### src/rtl/filter_out_stage_pkg.sv
// Shared parameters for the filter output stage: filter latency, visible
// frame geometry, count widths and the display-mode encodings.
package filter_out_stage_pkg;

   localparam int SOBEL_DLY = 6;
   localparam int H_ACTIVE  = 1024;
   localparam int V_ACTIVE  = 768;

   localparam int HC_W  = 11;
   localparam int VC_W  = 10;
   localparam int RGB_W = 24;

   typedef enum logic [1:0] {
      MODE_RAW     = 2'd0,
      MODE_SKETCH  = 2'd1,
      MODE_CARTOON = 2'd2,
      MODE_SPLIT   = 2'd3
   } mode_e;

endpackage

### src/rtl/filter_out_stage_delay_pipe.sv
// Fixed-depth shift register with synchronous reset to a per-instance value.
// The output is the last stage, so data emerges DEPTH edges after entry.
module delay_pipe #(
   parameter int               WIDTH   = 1,
   parameter int               DEPTH   = 1,
   parameter logic [WIDTH-1:0] RST_VAL = '0
) (
   input  logic             clk,
   input  logic             rst,
   input  logic [WIDTH-1:0] din,
   output logic [WIDTH-1:0] dout
);

   genvar gi;
   generate
      for (gi = 0; gi < DEPTH; gi++) begin : g_stage
         logic [WIDTH-1:0] q_reg;
         if (gi == 0) begin : g_head
            // First stage captures the incoming word
            always_ff @(posedge clk) begin
               if (rst) q_reg <= RST_VAL;
               else     q_reg <= din;
            end
         end else begin : g_body
            // Later stages shift the previous stage along by one cycle
            always_ff @(posedge clk) begin
               if (rst) q_reg <= RST_VAL;
               else     q_reg <= g_stage[gi-1].q_reg;
            end
         end
      end
   endgenerate

   assign dout = g_stage[DEPTH-1].q_reg;

endmodule

### src/rtl/filter_out_stage.sv
// Output stage behind the sketch/cartoon filter: realigns the raw pixel and
// VGA timing with the filter latency, latches the display mode at frame
// start, forces raw pixels on the invalid 3x3 border, and registers all
// outputs for the VGA driver.
module filter_out_stage #(
   parameter int PIPE_DLY = filter_out_stage_pkg::SOBEL_DLY,
   parameter int H_ACTIVE = filter_out_stage_pkg::H_ACTIVE,
   parameter int V_ACTIVE = filter_out_stage_pkg::V_ACTIVE
) (
   input  logic        clk,
   input  logic        rst,
   input  logic [10:0] hcount,
   input  logic [9:0]  vcount,
   input  logic        hsync,
   input  logic        vsync,
   input  logic        blank,
   input  logic [23:0] rgb_in,
   input  logic [23:0] rgb_edge,
   input  logic [23:0] rgb_cartoon,
   input  logic [1:0]  mode_sel,
   output logic [10:0] hcount_out,
   output logic [9:0]  vcount_out,
   output logic        hsync_out,
   output logic        vsync_out,
   output logic        blank_out,
   output logic [23:0] rgb_out,
   output logic [1:0]  mode_active
);

   import filter_out_stage_pkg::*;

   localparam int TIM_W = HC_W + VC_W + 3;

   localparam logic [HC_W-1:0] H_LAST = HC_W'(H_ACTIVE - 1);
   localparam logic [HC_W-1:0] H_HALF = HC_W'(H_ACTIVE / 2);
   localparam logic [VC_W-1:0] V_LAST = VC_W'(V_ACTIVE - 1);

   // Cleared timing word: counts 0, syncs low, blank high
   localparam logic [TIM_W-1:0] TIM_RST = {{HC_W{1'b0}}, {VC_W{1'b0}}, 1'b0, 1'b0, 1'b1};

   logic [TIM_W-1:0] tim_tap;
   logic [RGB_W-1:0] d_rgb;
   logic [HC_W-1:0]  d_hcount;
   logic [VC_W-1:0]  d_vcount;
   logic             d_hsync;
   logic             d_vsync;
   logic             d_blank;

   delay_pipe #(
      .WIDTH   (TIM_W),
      .DEPTH   (PIPE_DLY),
      .RST_VAL (TIM_RST)
   ) u_tim_dly (
      .clk  (clk),
      .rst  (rst),
      .din  ({hcount, vcount, hsync, vsync, blank}),
      .dout (tim_tap)
   );

   delay_pipe #(
      .WIDTH   (RGB_W),
      .DEPTH   (PIPE_DLY),
      .RST_VAL ('0)
   ) u_rgb_dly (
      .clk  (clk),
      .rst  (rst),
      .din  (rgb_in),
      .dout (d_rgb)
   );

   assign {d_hcount, d_vcount, d_hsync, d_vsync, d_blank} = tim_tap;

   mode_e            mode_active_reg;
   mode_e            mode_next;
   logic             frame_start;
   logic             border;
   logic [RGB_W-1:0] rgb_next;

   logic [HC_W-1:0]  hcount_reg;
   logic [VC_W-1:0]  vcount_reg;
   logic             hsync_reg;
   logic             vsync_reg;
   logic             blank_reg;
   logic [RGB_W-1:0] rgb_reg;

   // Frame-start mode pick-up, border detect and pixel selection in the tap domain.
   // The mux uses mode_next so the pixel leaving on the latch edge already sees the new mode.
   always_comb begin
      frame_start = (d_hcount == '0) && (d_vcount == '0);
      mode_next   = frame_start ? mode_e'(mode_sel) : mode_active_reg;
      border      = (d_hcount == '0) || (d_hcount == H_LAST) ||
                    (d_vcount == '0) || (d_vcount == V_LAST);
      rgb_next    = d_rgb;
      if (d_blank) begin
         rgb_next = '0;
      end else if ((mode_next == MODE_RAW) || border) begin
         rgb_next = d_rgb;
      end else begin
         case (mode_next)
            MODE_SKETCH:  rgb_next = rgb_edge;
            MODE_CARTOON: rgb_next = rgb_cartoon;
            MODE_SPLIT:   rgb_next = (d_hcount < H_HALF) ? d_rgb : rgb_cartoon;
            default:      rgb_next = d_rgb;
         endcase
      end
   end

   // Mode latch: holds between frame starts, reset wins over a coincident frame start
   always_ff @(posedge clk) begin
      if (rst) mode_active_reg <= MODE_RAW;
      else     mode_active_reg <= mode_next;
   end

   // Output register stage for the VGA driver
   always_ff @(posedge clk) begin
      if (rst) begin
         hcount_reg <= '0;
         vcount_reg <= '0;
         hsync_reg  <= 1'b0;
         vsync_reg  <= 1'b0;
         blank_reg  <= 1'b1;
         rgb_reg    <= '0;
      end else begin
         hcount_reg <= d_hcount;
         vcount_reg <= d_vcount;
         hsync_reg  <= d_hsync;
         vsync_reg  <= d_vsync;
         blank_reg  <= d_blank;
         rgb_reg    <= rgb_next;
      end
   end

   assign hcount_out  = hcount_reg;
   assign vcount_out  = vcount_reg;
   assign hsync_out   = hsync_reg;
   assign vsync_out   = vsync_reg;
   assign blank_out   = blank_reg;
   assign rgb_out     = rgb_reg;
   assign mode_active = mode_active_reg;

endmodule
### config.mk
export PLATFORM = sky130hd
export DESIGN_NAME = filter_out_stage
export DESIGN_NICKNAME = d
export VERILOG_FILES = /design/src/rtl/filter_out_stage_pkg.sv /design/src/rtl/filter_out_stage_delay_pipe.sv /design/src/rtl/filter_out_stage.sv
export SDC_FILE = /design/constraint.sdc
export NUM_CORES = 1
export LEC_CHECK = 0
export ABC_AREA = 1
export ABC_CLOCK_PERIOD_IN_PS = 3000
export CAP_MARGIN = 25
export CORE_MARGIN = 2
export CORE_UTILIZATION = 35
export DETAILED_ROUTE_END_ITERATION = 7
export HOLD_SLACK_MARGIN = 0.03
export PLACE_DENSITY = 0.52
export SYNTH_ARGS = -nofsm -noshare
export SYNTH_HDL_FRONTEND = slang
export SYNTH_SLANG_ARGS = --single-unit
export TNS_END_PERCENT = 5
### constraint.sdc
create_clock -name clk -period 3 [get_ports clk]
set_input_delay 0.9 -clock clk [delete_from_list [all_inputs] [get_ports clk]]
set_output_delay 0.9 -clock clk [all_outputs]
set_load 0.01 [all_outputs]
=== Yosys cells after proc, flatten, opt, wreduce, memory -nomap -nowiden ===
Index checks and enable logic that the tools add are counted.

* $lt $le $gt $ge: 1
* Eq/ne operators: 5
* Multiplexer cells: 4
* Reduce and logical (&&, ||, !) cells: 9

{| class="wikitable"
|+ Operators by type and width
! operator !! number
|-
| one-hot mux 24 bit (3 select lines) || 1
|-
| 2-to-1 mux 24 bit || 2
|-
| equality test 11 x 10 -> 1 bit, second input constant || 1
|-
| logical NOT 11 bit || 1
|-
| less-than comparator 11 x 10 -> 1 bit, second input constant || 1
|-
| equality test 10 bit, second input constant || 1
|-
| logical NOT 10 bit || 1
|-
| equality test 2 bit, second input constant || 2
|-
| logical OR 1 bit || 4
|-
| equality test 2 x 1 -> 1 bit, second input constant || 1
|-
| logical NOT 2 bit || 1
|-
| 2-to-1 mux 2 bit || 1
|-
| OR reduction 2 bit || 1
|-
| logical AND 1 bit || 1
|}

* Bits in registers: 338
* Input port bits: 100

=== Depth between registers and ports, before layout ===
* Depth after elaboration: 6
* Depth in mapped cells: 13

=== Modules after synthesis ===
A second synthesis with hierarchy kept.

* Cells, all modules: 1,339
* Area total of the unflattened synthesis: 11,136.9 um^2

{| class="wikitable"
|+ By module, submodules not included
! module !! instances !! cells each !! area an instance (um^2) !! seq. area each (um^2)
|-
| delay_pipe (u_tim_dly) || 1 || 448 || 4,110.2 || 2,882.8
|-
| delay_pipe (u_rgb_dly) || 1 || 448 || 4,087.7 || 2,882.8
|-
| filter_out_stage || 1 || 443 || 2,939.1 || 1,001.0
|}

=== Worst setup path after synthesis ===
OpenSTA, ideal clock, no wires.

* Kind: input to register
* Start: in rst
* End: reg u_rgb_dly.g_stage[5].q_reg[0], in the netlist u_rgb_dly.dout[0]
* Data arrival time: 1,723 ps
* Required time: 2,872 ps
* Setup slack: 1,149 ps
* Stages: 4
* Path buffers: 3
* Cell sequence: clkbuf_1 -> clkbuf_1 -> clkbuf_1 -> nor2_1

{| class="wikitable"
|+ RTL lines
! item !! RTL line !! source
|-
| start: declaration || filter_out_stage.sv:11 || <nowiki>input logic rst,</nowiki>
|-
| end signal: assignment || filter_out_stage_delay_pipe.sv:28 || <nowiki>else q_reg <= g_stage[gi-1].q_reg;</nowiki>
|-
| end: declaration || filter_out_stage_delay_pipe.sv:17 || <nowiki>logic [WIDTH-1:0] q_reg;</nowiki>
|}

No word-level cell between the ends.

=== Final worst setup path ===
* Start: reg mode_active_reg[1], in the netlist mode_active[1]
* End: out mode_active[1]

{| class="wikitable"
|+ RTL lines
! item !! RTL line !! source
|-
| start: declaration || filter_out_stage.sv:73 || <nowiki>mode_e mode_active_reg;</nowiki>
|-
| start signal: assignment || filter_out_stage.sv:111 || <nowiki>else mode_active_reg <= mode_next;</nowiki>
|-
| end: declaration || filter_out_stage.sv:27 || <nowiki>output logic [1:0] mode_active</nowiki>
|}

No word-level cell between the ends.

==> impl_metrics.toml <==
[worst_setup_path]
crit_fanout = 4
r2r-end = "rgb_out[17]"
critPathArrivalTime_ps = 1460
cp.depth = 1
worstSetupPathType = "flip-flop to output pin"
critPathLaunchType = "flip-flop"
critPathBufInv = 1
cp-end-kind = "output pin"
cp-endpoint = "mode_active[1]"
rrSetupSlack_ps = 850
reg2reg_depth = 11
startpoint = "mode_active[1]"
cp_top_family = "buffers and inverters"
r2r-start = "u_tim_dly.dout[22]"
cpMaxStageDelayCell = "clkdlybuf4s50_1"
max_stage_delay_ps = 570
required_ps = 2100
cp_cell_sequence = "clkdlybuf4s50_1"

[cts]
root_buffer = "clkbuf_16"
cts_htree_levels = 2
insertion_delay_ps = 500
cts_resized = 0
post_cts_buffers = 0
cts_hold_buffers = 0
clkTransAtPathRegs_ps = 60
clockBufferDepth = 3
cts_tree = "done"
cts-buffers-inserted = 35
cts.sinks = 338

[yosys]
synth_cell_types = 26
synth_top_area_share_pct = 61.6
avgSynthCellArea_um2 = 8.23
yosys_warnings = 0
synth_cells = 1333
synth-seq-cells = 338
syn-cell-area_um2 = 11000
synth_top_area_cell = "dfxtp_1"
synth_area_leaders = "dfxtp_1 62%, nor2_1 12%, inv_1 10%"
syn-num-nets = 1433
seq_area_frac_synth_pct = 61.6

[min_path]
hp-class = "flip-flop to flip-flop"

[sta]
fin_crit_sh_pct = 78.5
fmax_mhz = 424
fin_hold_ws_ps = 391
final-hold-violation-count = 0
setup_viol = 0
fin_ws_ps = 644
clock-skew-final_ps = 16.5
finalMaxSlewViolations = 0
fin_crit_ps = 2360
grt_setup_unrepaired = "no"
tns_ps = 0
maxSlewHeadroom_pct = 56.4
worst_pin_slew_ps = 652

[floorplan]
rows = 64
die-area_um2 = 32800
die_w_um = 181
die_y_um = 181
core_area_um2 = 30700
initial_utilization_pct = 35.7
io_pins = 150

[grt]
grt_pass1_vias = 6845
grt_use_total_pct = 12.1
antenna_found_initial = 0
grt_pass1_wl_um = 33300
grt-ovfl-total = 0
grt_max_degree = 97

[job]
maxCapViolCount = 0

[power_and_ir_drop]
finalPower_w = 0.00959
power_leakage_nw = 5.94
ir_worst_vdd_uv = 289
power_density_nw_per_um2 = 685

[detailed_routing]
num_vias = 7129
via_per_inst = 3.77
drc = 0
ant_nets = 0
drt_wl_total_um = 19400
drtIter0Drc = 353
dr.pass1.iters = 5
routedWlPerCell_um = 10.3

[layout]
drive_above_1_share_pct = 7.69
fin_nets = 1571
synthToLayoutAreaGrowth_pct = 27.6
final_cells = 1891
fillers = 3045
num_antenna_cells = 0

[status]
status = "completed"

[placement]
dp_slack_ps = 487
placed_cells = 1830
numPortBuffers = 149
gp_congestion = 0.767
dp_hpwl_um = 12400
-- how the worst min path moves through the flow --
stage	slack (ps)	from	end	depth (start not counted)
final	390	u_rgb_dly.g_stage[4].q_reg[2]	u_rgb_dly.dout[2]	2
after global routing	400	u_tim_dly.g_stage[4].q_reg[16]	u_tim_dly.dout[16]	2
after CTS	400	u_rgb_dly.g_stage[4].q_reg[2]	u_rgb_dly.dout[2]	2
after detailed placement	390	u_tim_dly.g_stage[4].q_reg[16]	u_tim_dly.dout[16]	2
after global placement	390	u_tim_dly.g_stage[4].q_reg[17]	u_tim_dly.dout[17]	2
after floorplan	390	u_tim_dly.dout[2]	hsync_out	2
-- cell usage in the layout, fill, tap and decap left out --
cell             count
clkinv_2             5
buf_12               3
inv_2                2
nor2_1             364
or2_2                6
bufinv_16            4
clkinvlp_4           1
nand2_4              2
buf_4                9
nor2_8               1
buf_8                1
nand3_2             24
nand4_1              1
inv_1              307
dfxtp_1            338
clkbuf_1             4
clkbuf_8            10
nand3b_4             1
clkbuf_16           37
clkdlybuf4s50_1    148
o21ai_0             18
nor3_1               5
nand2_2              4
nor2_4               4
o21ai_1              6
nor3_2               1
nand2_1            131
nand3b_1             1
nand3_1             56
o22ai_1              1
-- layer usage --
metal / share of wire [%] / wire length [um] / track usage (%) / vias to the layer above
met2: 37 / 7160 / 16.8 / 188
met1: 54 / 10500 / 17.9 / 2838
met5: 0 / 0 / 0 / -
met3: 6.6 / 1280 / 3.08 / 41
met4: 2.6 / 504 / 4.42 / 0
li1: - / - / - / 4062
-- logic make-up after synthesis --
logic type | share of synthesized area, %
flip-flops | 61.6
buffers and inverters | 13.5
AO/OA/AOI/OAI | 1.15
AND/OR/NAND/NOR | 23.7
-- synthesized netlist by cell type --
library cell  instances
o21ai_0              18
nand2_4               2
nand3_1              56
clkbuf_1             40
o21ai_1               6
nor3_2                1
nor2_4                4
buf_1                 3
nand3b_1              1
nand3b_4              1
buf_12                2
nor2_1              364
nand3_2              24
nor2_8                1
or2_2                 6
dfxtp_1             338
buf_6                 6
buf_4                 5
nand2_1             131
inv_2                 2
inv_1               307
o22ai_1               1
nor3_1                5
buf_2                 4
nand4_1               1
nand2_2               4
-- worst reg2reg max path, stage by stage, from the launching register on --
cell and delay [ps]:
dfxtp_1 350, nor2_4 100, buf_4 290, nand2_1 90, nor2_1 140, nand3_2 130
nand2_1 110, nand2_2 380, nand3_1 250, nand2_1 90, nor2_1 90, nor2_1 40
-- layout make-up --
class	instances	area, um2	area share, %
Sequential cell	338	6770	48.3
Inverter	309	1160	8.28
Multi-Input combinational cell	626	2720	19.5
Timing Repair Buffer	161	1620	11.6
Clock inverter	10	153	1.09
Tap cell	396	495	3.54
Clock buffer	51	1080	7.70
-- stage by stage --
step                      utilization (%)  area, um2
after CTS                            45.5      14000
after detailed placement             41.5      12800
final                                45.5      14000
after global placement               41.5      12800
after global routing                 45.5      14000
after floorplan                         -      11000
-- power breakdown --
part	switching (W)	internal, W	leakage (nW)
clock network	0.00166	0.00283	0.609
logic	0.000266	0.000216	2.58
registers	0.0000279	0.00459	2.75
No activity file was read; power rests on OpenSTA's default activity.
